--- src/rtl/pipe_adder_nbit.sv ---
// Pipelined WIDTH-bit add/subtract, one SLICE-bit slice per stage.
// Valid/ready stream in and out with a single global stall (adv).
//
// Ports:
//   clk, rst_n          clock, async active-low reset
//   in_valid/in_ready   operand handshake (a, b, cin, sub)
//   out_valid/out_ready result handshake (sum, cout, ovf)
module pipe_adder_nbit #(
    parameter int WIDTH  = 16,
    parameter int STAGES = 4
) (
    input  logic             clk,
    input  logic             rst_n,
    input  logic             in_valid,
    output logic             in_ready,
    input  logic [WIDTH-1:0] a,
    input  logic [WIDTH-1:0] b,
    input  logic             cin,
    input  logic             sub,
    output logic             out_valid,
    input  logic             out_ready,
    output logic [WIDTH-1:0] sum,
    output logic             cout,
    output logic             ovf
);

    localparam int SLICE = WIDTH / STAGES;
    localparam int LAST  = STAGES - 1;

    logic             adv;
    logic [STAGES-1:0] v_in;
    logic [STAGES-1:0] c_in;
    logic [STAGES-1:0] v_q;
    logic [STAGES-1:0] c_q;
    logic [WIDTH-1:0] x_in [STAGES];
    logic [WIDTH-1:0] y_in [STAGES];
    logic [WIDTH-1:0] x_q  [STAGES];
    logic [WIDTH-1:0] y_q  [STAGES];
    logic             ovf_q;

    assign out_valid = v_q[LAST];
    assign adv       = ~out_valid | out_ready;
    assign in_ready  = adv;

    assign sum  = x_q[LAST];
    assign cout = c_q[LAST];
    assign ovf  = ovf_q;

    for (genvar g = 0; g < STAGES; g++) begin : g_stage
        // x carries finished sum slices below and raw A slices above;
        // y carries the conditioned B operand.
        if (g == 0) begin : g_head
            assign v_in[g] = in_valid;
            assign x_in[g] = a;
            assign y_in[g] = sub ? ~b : b;
            assign c_in[g] = cin ^ sub;
        end else begin : g_body
            assign v_in[g] = v_q[g-1];
            assign x_in[g] = x_q[g-1];
            assign y_in[g] = y_q[g-1];
            assign c_in[g] = c_q[g-1];
        end

        logic [SLICE:0]   part;
        logic [WIDTH-1:0] merged;
        logic             v_r;
        logic             c_r;
        logic [WIDTH-1:0] x_r;
        logic [WIDTH-1:0] y_r;
        logic             unused_y;

        assign part = {1'b0, x_in[g][g*SLICE +: SLICE]}
                    + {1'b0, y_in[g][g*SLICE +: SLICE]}
                    + {{SLICE{1'b0}}, c_in[g]};

        always_comb begin
            merged = x_in[g];
            merged[g*SLICE +: SLICE] = part[SLICE-1:0];
        end

        // Data only loads with a valid beat so outputs hold
        // their last value across bubbles.
        always_ff @(posedge clk or negedge rst_n) begin
            if (!rst_n) begin
                v_r <= 1'b0;
                c_r <= 1'b0;
                x_r <= '0;
                y_r <= '0;
            end else if (adv) begin
                v_r <= v_in[g];
                if (v_in[g]) begin
                    c_r <= part[SLICE];
                    x_r <= merged;
                    y_r <= y_in[g];
                end
            end
        end

        assign v_q[g]   = v_r;
        assign c_q[g]   = c_r;
        assign x_q[g]   = x_r;
        assign y_q[g]   = y_r;
        assign unused_y = ^y_q[g];

        if (g == LAST) begin : g_tail
            // Carry into the MSB is a^b^s there; xor with carry-out.
            always_ff @(posedge clk or negedge rst_n) begin
                if (!rst_n) begin
                    ovf_q <= 1'b0;
                end else if (adv && v_in[g]) begin
                    ovf_q <= x_in[g][WIDTH-1] ^ y_in[g][WIDTH-1]
                           ^ part[SLICE-1] ^ part[SLICE];
                end
            end
        end
    end

endmodule

--- config.mk ---
export PLATFORM = sky130hd
export DESIGN_NAME = pipe_adder_nbit
export DESIGN_NICKNAME = d
export VERILOG_FILES = /design/src/rtl/pipe_adder_nbit.sv
export SDC_FILE = /design/constraint.sdc
export NUM_CORES = 1
export LEC_CHECK = 0
export ABC_AREA = 1
export BUFFER_PORTS_ARGS = -buffer_cell sky130_fd_sc_hd__buf_4
export CAP_MARGIN = 40
export CORE_ASPECT_RATIO = 1.75
export CORE_UTILIZATION = 40
export CTS_CLUSTER_SIZE = 30
export DETAILED_ROUTE_END_ITERATION = 7
export GPL_TIMING_DRIVEN = 0
export HOLD_SLACK_MARGIN = 0.08
export PLACE_DENSITY = 0.72
export SYNTH_ARGS = -nofsm -noshare
export SYNTH_HDL_FRONTEND = slang
export SYNTH_SLANG_ARGS = --single-unit
--- constraint.sdc ---
create_clock -name clk -period 1.5 [get_ports clk]
set_input_delay 0.15 -clock clk [delete_from_list [all_inputs] [get_ports clk]]
set_output_delay 0.15 -clock clk [all_outputs]
set_load 0.1 [all_outputs]
# ---- Word level (Yosys, flattened, before mapping)
# Index checks and enable logic that the tools add are counted.
dict set report totals {
  wordCells 37
  regBits 121
  inputBits 38
  out_inout_bits 20
}
dict set report op_classes {
  reduce_logical 5
  addsub 8
  n_bitwise 7
  muxes 1
}
# operator n
set op_table {}
lappend op_table {{$add A4 B4 Y5} 4}
lappend op_table {{$add A5 B1 Y5} 4}
lappend op_table {{$mux W16} 1}
lappend op_table {{$not A16 Y16} 1}
lappend op_table {{$reduce_and A2 Y1} 4}
lappend op_table {{$xor A1 B1 Y1} 4}
lappend op_table {{$logic_and A1 B1 Y1} 1}
lappend op_table {{$not A1 Y1} 1}
lappend op_table {{$or A1 B1 Y1} 1}

# ---- Logic depth before layout (Yosys ltp)
dict set report depth {
  depth_word 4
  mapped_depth 10
  mapped_depth_nobuf 10
}

# ---- Least setup slack after synthesis
# OpenSTA, ideal clock, no wires.
dict set report synth_path {
  path_type {reg2reg}
  startpoint {register g_stage[3].v_r (netlist: out_valid)}
  endpoint {register g_stage[0].x_r[5]}
  required_time_ps 1381
  path_stages_with_launch 10
  period_less_slack_ps 2216
  slack_ps -716
  arrival_time_ps 2097
  cell_sequence {dfrtp_1 -> inv_1 -> nor2_4 -> inv_2 -> nand2_1 -> buf_4 -> inv_2 -> buf_4 -> nand2_1 -> o21ai_2}
}
dict set report synth_between {
  elab_chain_len 3
}
# item line_no
set synth_lines {}
lappend synth_lines {{from (decl)} 66} ;# logic v_r;
lappend synth_lines {{from (signal assigned)} 90} ;# v_r <= v_in[g];
lappend synth_lines {{$not A1 Y1} 42} ;# assign adv = ~out_valid | out_ready;
lappend synth_lines {{$or A1 B1 Y1} 42}
lappend synth_lines {{via in_ready} 15} ;# output logic in_ready,
lappend synth_lines {{$reduce_and A2 Y1 (no source line)} -}
lappend synth_lines {{to (signal assigned)} 93} ;# x_r <= merged;
lappend synth_lines {{to (decl)} 68} ;# logic [WIDTH-1:0] x_r;
# The timed path passes the listed nets, and every way through them passes these cells.
# A chain may end at the register's enable or synchronous reset.

# ---- Worst setup path in the final report
dict set report layout_path {
  startpoint {register g_stage[2].c_r}
  endpoint {register ovf_q (netlist: ovf)}
}
dict set report layout_between {
  elab_chain_len 3
}
# item line_no
set layout_lines {}
lappend layout_lines {{from (decl)} 67} ;# logic c_r;
lappend layout_lines {{from (signal assigned)} 92} ;# c_r <= part[SLICE];
lappend layout_lines {{$add A5 B1 Y5 (*)} 74} ;# + {{SLICE{1'b0}}, c_in[g]};
lappend layout_lines {{$xor A1 B1 Y1} 112} ;# ^ part[SLICE-1] ^ part[SLICE];
lappend layout_lines {{$xor A1 B1 Y1 (*)} 112}
lappend layout_lines {{to (signal assigned)} 111} ;# ovf_q <= x_in[g][WIDTH-1] ^ y_in[g][WIDTH-1]
lappend layout_lines {{to (decl)} 39} ;# logic ovf_q;
# Mark *: on every way between the ends. The rest lies on a longest branch, timed or not.

==> results.md <==
- Largest net degree at the start of global routing: 73
- Bufs and invs on worst path: 2
- CTS max path bufs: 2
- R2R Path End: ovf$_DFFE_PN0P_
- LEAKAGE: 0.002865 uW
- Finished Layout Cells: 697
- Grt total ovfl: 0
- Most instantiated cells after synthesis: 175 x nand2_1, 97 x dfrtp_1, 61 x o21ai_0
- Final ANT Viol Nets: 0
- Slowest CP cell: dfrtp_1
- CTS Root Buffer Type: clkbuf_16
- Number of flops mapped to enable cells by yosys: 0
- Worst R2R Setup Slack: -0.1 ns
- Hold WC Path Type: input pin to flop
- Critical path depth: 10
- Post-Syn Area: about 0.0044 mm^2
- Status: finished, violations left
- Fin. Hold Viols: 0
- Post-synth top area cell: dfrtp_1
- WL per Instance: around 13 um
- Estimated wirelength of the detail-placed design: between 6000 and 7000 um
- CP Launch Point: g_stage[2].c_r$_DFFE_PN0P_
- Failing checks: DRC, setup timing
- Core Area: 0.01064 mm^2
- Final setup violation count: 5
- Placer congestion estimate: around 0.80
- CP Capture Type: flop
- Ys Warns: 0
- Clock Sinks: just under 100
- Slew headroom: 0.7639
- Residual DRC: 1
- Most Frequent Cell on Critical Path: nand2_1
- First-pass GRT wire length: ~15000 um
- Max stage delay on crit path: roughly 0.38 ns
- Vias in the first global route: between 3000 and 4000
- R2r startpoint: g_stage[2].c_r$_DFFE_PN0P_
- Distinct cells, synth: 20
- CP max FO: 3
- CP Launch Type: flop
- Layout area overhead: 32.08%
- Ranking of synthesized cells by area: dfrtp_1 56%, nand2_1 15%, o21ai_0 7.0%
- I/O Buffers: 56
- Syn Inst Count: 472
- Most used standard cell by instance count after synthesis: nand2_1
- Vias per cell: ~4.7
- Worst slew pin tran: 0.3541 ns
- Die area: between 0.01 and 0.015 mm^2
- Routed WL: 8962 um
- Layout cell share with drive strength beyond 1: 0.2557
- Slew Limit Fails: 0
- Fmax achieved: between 600 and 700 MHz
- WS Path Type: flop to flop
- DP Cell Count: 659
- Period minus WS final: about 1.6 ns
- First-pass DRT Iterations: 6
- MaxCap Viol Count: 0
- Die height: 140.1 um
- # diodes: 0
- Mapped Nets: 530
- CP endpoint: ovf$_DFFE_PN0P_
- Sequential share of the synthesized area: 0.5572
- Fin crit share: 1.066
- Starting Density: 0.4096
- Yosys reg bits: 97
- Critical Path RT: ~1.7 ns
- PD cells: 2185 mW/mm^2
- GRT Total Usage: 0.1772
- Top cell type's share of synthesized area: 0.5572
- I/O pin count: between 50 and 60
- Worst r2r path cells: 10
- Syn Area/Cell: 9.230 um^2
- Htree depth: 3
- Skew final: between 0.008 and 0.009 ns
- Num CTS Buffers: 9
- RSZ-0062 raised after global routing: yes
- Post-Route Setup TNS: -0.2749 ns
- Initial antenna violation count: 0
- Worst-Skew Late Latency: 0.34 ns
- CTS tree: done
- Peak supply drop: about 1300 uV
- Fraction of registers with async set/reset: 1.000
- CP Cell Sequence: inv_2 > fa_2 > inv_2 > fa_2 > nand2_1 > nand2_1 > nand2_1 > nand2_1 > nand3_1 > nand2_1
- FP Rows: 50
- CP Data Arrival Time: approximately 1.8 ns
- Clock Pin Slew Worst Setup and Hold Paths: 0.07 ns
- Ys flop type: dfrtp_1
- CP delay by family, top: adder cells
- DR iter-0 viols: between 150 and 200
- Number of vias after detailed routing: 3273
- Number of nets in the layout: 620
- Die Wd: 80.89 um
- Final Worst Setup Slack: -0.09947 ns
## metal layers
metal | wire (um) | part of all wire | GRT usage
met1 | 3419 | 0.38 | 0.1952
met2 | 5027 | 0.56 | 0.3162
met3 | 252 | 0.028 | 0.03453
met4 | 262 | 0.029 | 0.08365
met5 | 0 | 0 | 0
## sequential cells by signal, summed over array words and instances (netlist names)
register,cells
g_stage.y_r,24
sum,16
g_stage.c_r,3
cout,1
g_stage.x_r,48
out_valid,1
ovf,1
g_stage.v_r,3
## through the flow
stage            util  power, uW  setup WS (ns)  instance area, um^2  hold WS [ns]
2_1_floorplan       -       8128        -0.1956                 4482       -0.1456
3_3_place_gp   0.4762       9179        -0.2968                 5065        0.3492
3_5_place_dp   0.4788       9450        -0.3145                 5092       0.08926
4_1_cts        0.5269      12250        -0.1094                 5604       0.08076
5_1_grt        0.5411      13400        -0.1890                 5754       0.09859
6_report       0.5411      12570       -0.09947                 5754       0.08983
## cell families (layout without fill, tap and decap cells)
family	Yosys count	count (layout)	share of synthesized area
DFF	97	97	0.5572
adders and majority gates	20	20	0.07122
and+or+nand+nor	199	199	0.1804
buffers and inverters	63	158	0.06117
AOI/OAI and AO/OA	72	72	0.08788
xor gates and xnor gates	21	21	0.04222
## area by class of cell
class,count,area [um^2]
Fill cell,984,4881
Sequential cell,97,2431
Multi-Input combinational cell,312,1783
Timing Repair Buffer,79,660.6
Clock buffer,10,229.0
Buffer,19,195.2
Inverter,44,177.7
Tap cell,130,162.7
Clock inverter,6,115.1
## how the worst min path moves through the flow
stage / from / slack [ns] / to / depth (start not counted)
2_1_floorplan: rst_n / -0.15 / cout$_DFFE_PN0P_ / 0
3_3_place_gp: a[7] / 0.35 / g_stage[0].x_r[7]$_DFFE_PN0P_ / 3
3_5_place_dp: rst_n / 0.09 / g_stage[2].x_r[1]$_DFFE_PN0P_ / 1
4_1_cts: b[10] / 0.08 / g_stage[0].y_r[10]$_DFFE_PN0P_ / 3
5_1_grt: b[12] / 0.1 / g_stage[0].y_r[12]$_DFFE_PN0P_ / 3
6_report: b[11] / 0.09 / g_stage[0].y_r[11]$_DFFE_PN0P_ / 3
## power by group
group	switching, uW	internal (uW)
combinational	3870	1880
clock	985	1640
sequential	527	3660
total	5380	7190
## cells in the final DEF (no fill, tap or decap), types with 3 or more instances in the layout
| master | synthesis | final |
|---|---|---|
| nand2_1 | 175 | 170 |
| bufinv_16 | 0 | 3 |
| a21oi_1 | 5 | 5 |
| buf_6 | 0 | 8 |
| xor2_1 | 6 | 4 |
| dfrtp_1 | 97 | 96 |
| o21ai_2 | 6 | 8 |
| inv_1 | 41 | 33 |
| ha_1 | 12 | 11 |
| o21ai_1 | 0 | 19 |
| nand3_1 | 13 | 9 |
| buf_4 | 4 | 65 |
| dlygate4sd3_1 | 0 | 14 |
| nand3_2 | 0 | 3 |
| fa_2 | 0 | 8 |
| o21ai_0 | 61 | 40 |
| xnor2_1 | 15 | 14 |
| clkbuf_16 | 0 | 9 |
| nor2_1 | 5 | 4 |
| inv_2 | 3 | 8 |
| nand2_2 | 0 | 3 |
| buf_12 | 0 | 3 |
| nor2_4 | 1 | 4 |
## worst min-delay path: stages
cell     delay (ns)
buf_4          0.08
xnor2_1        0.10
o21ai_1        0.06
## repair_timing
action / 4_1_cts / 5_1_grt
setup endpoints to repair: 24 / 48
resized for setup: 11 / 43
pin swaps: 9 / 17
hold endpoints to repair: 38 / 0
setup buffers: 3 / 6
hold buffers: 14 / 0
No activity file was read; power rests on OpenSTA's default activity.
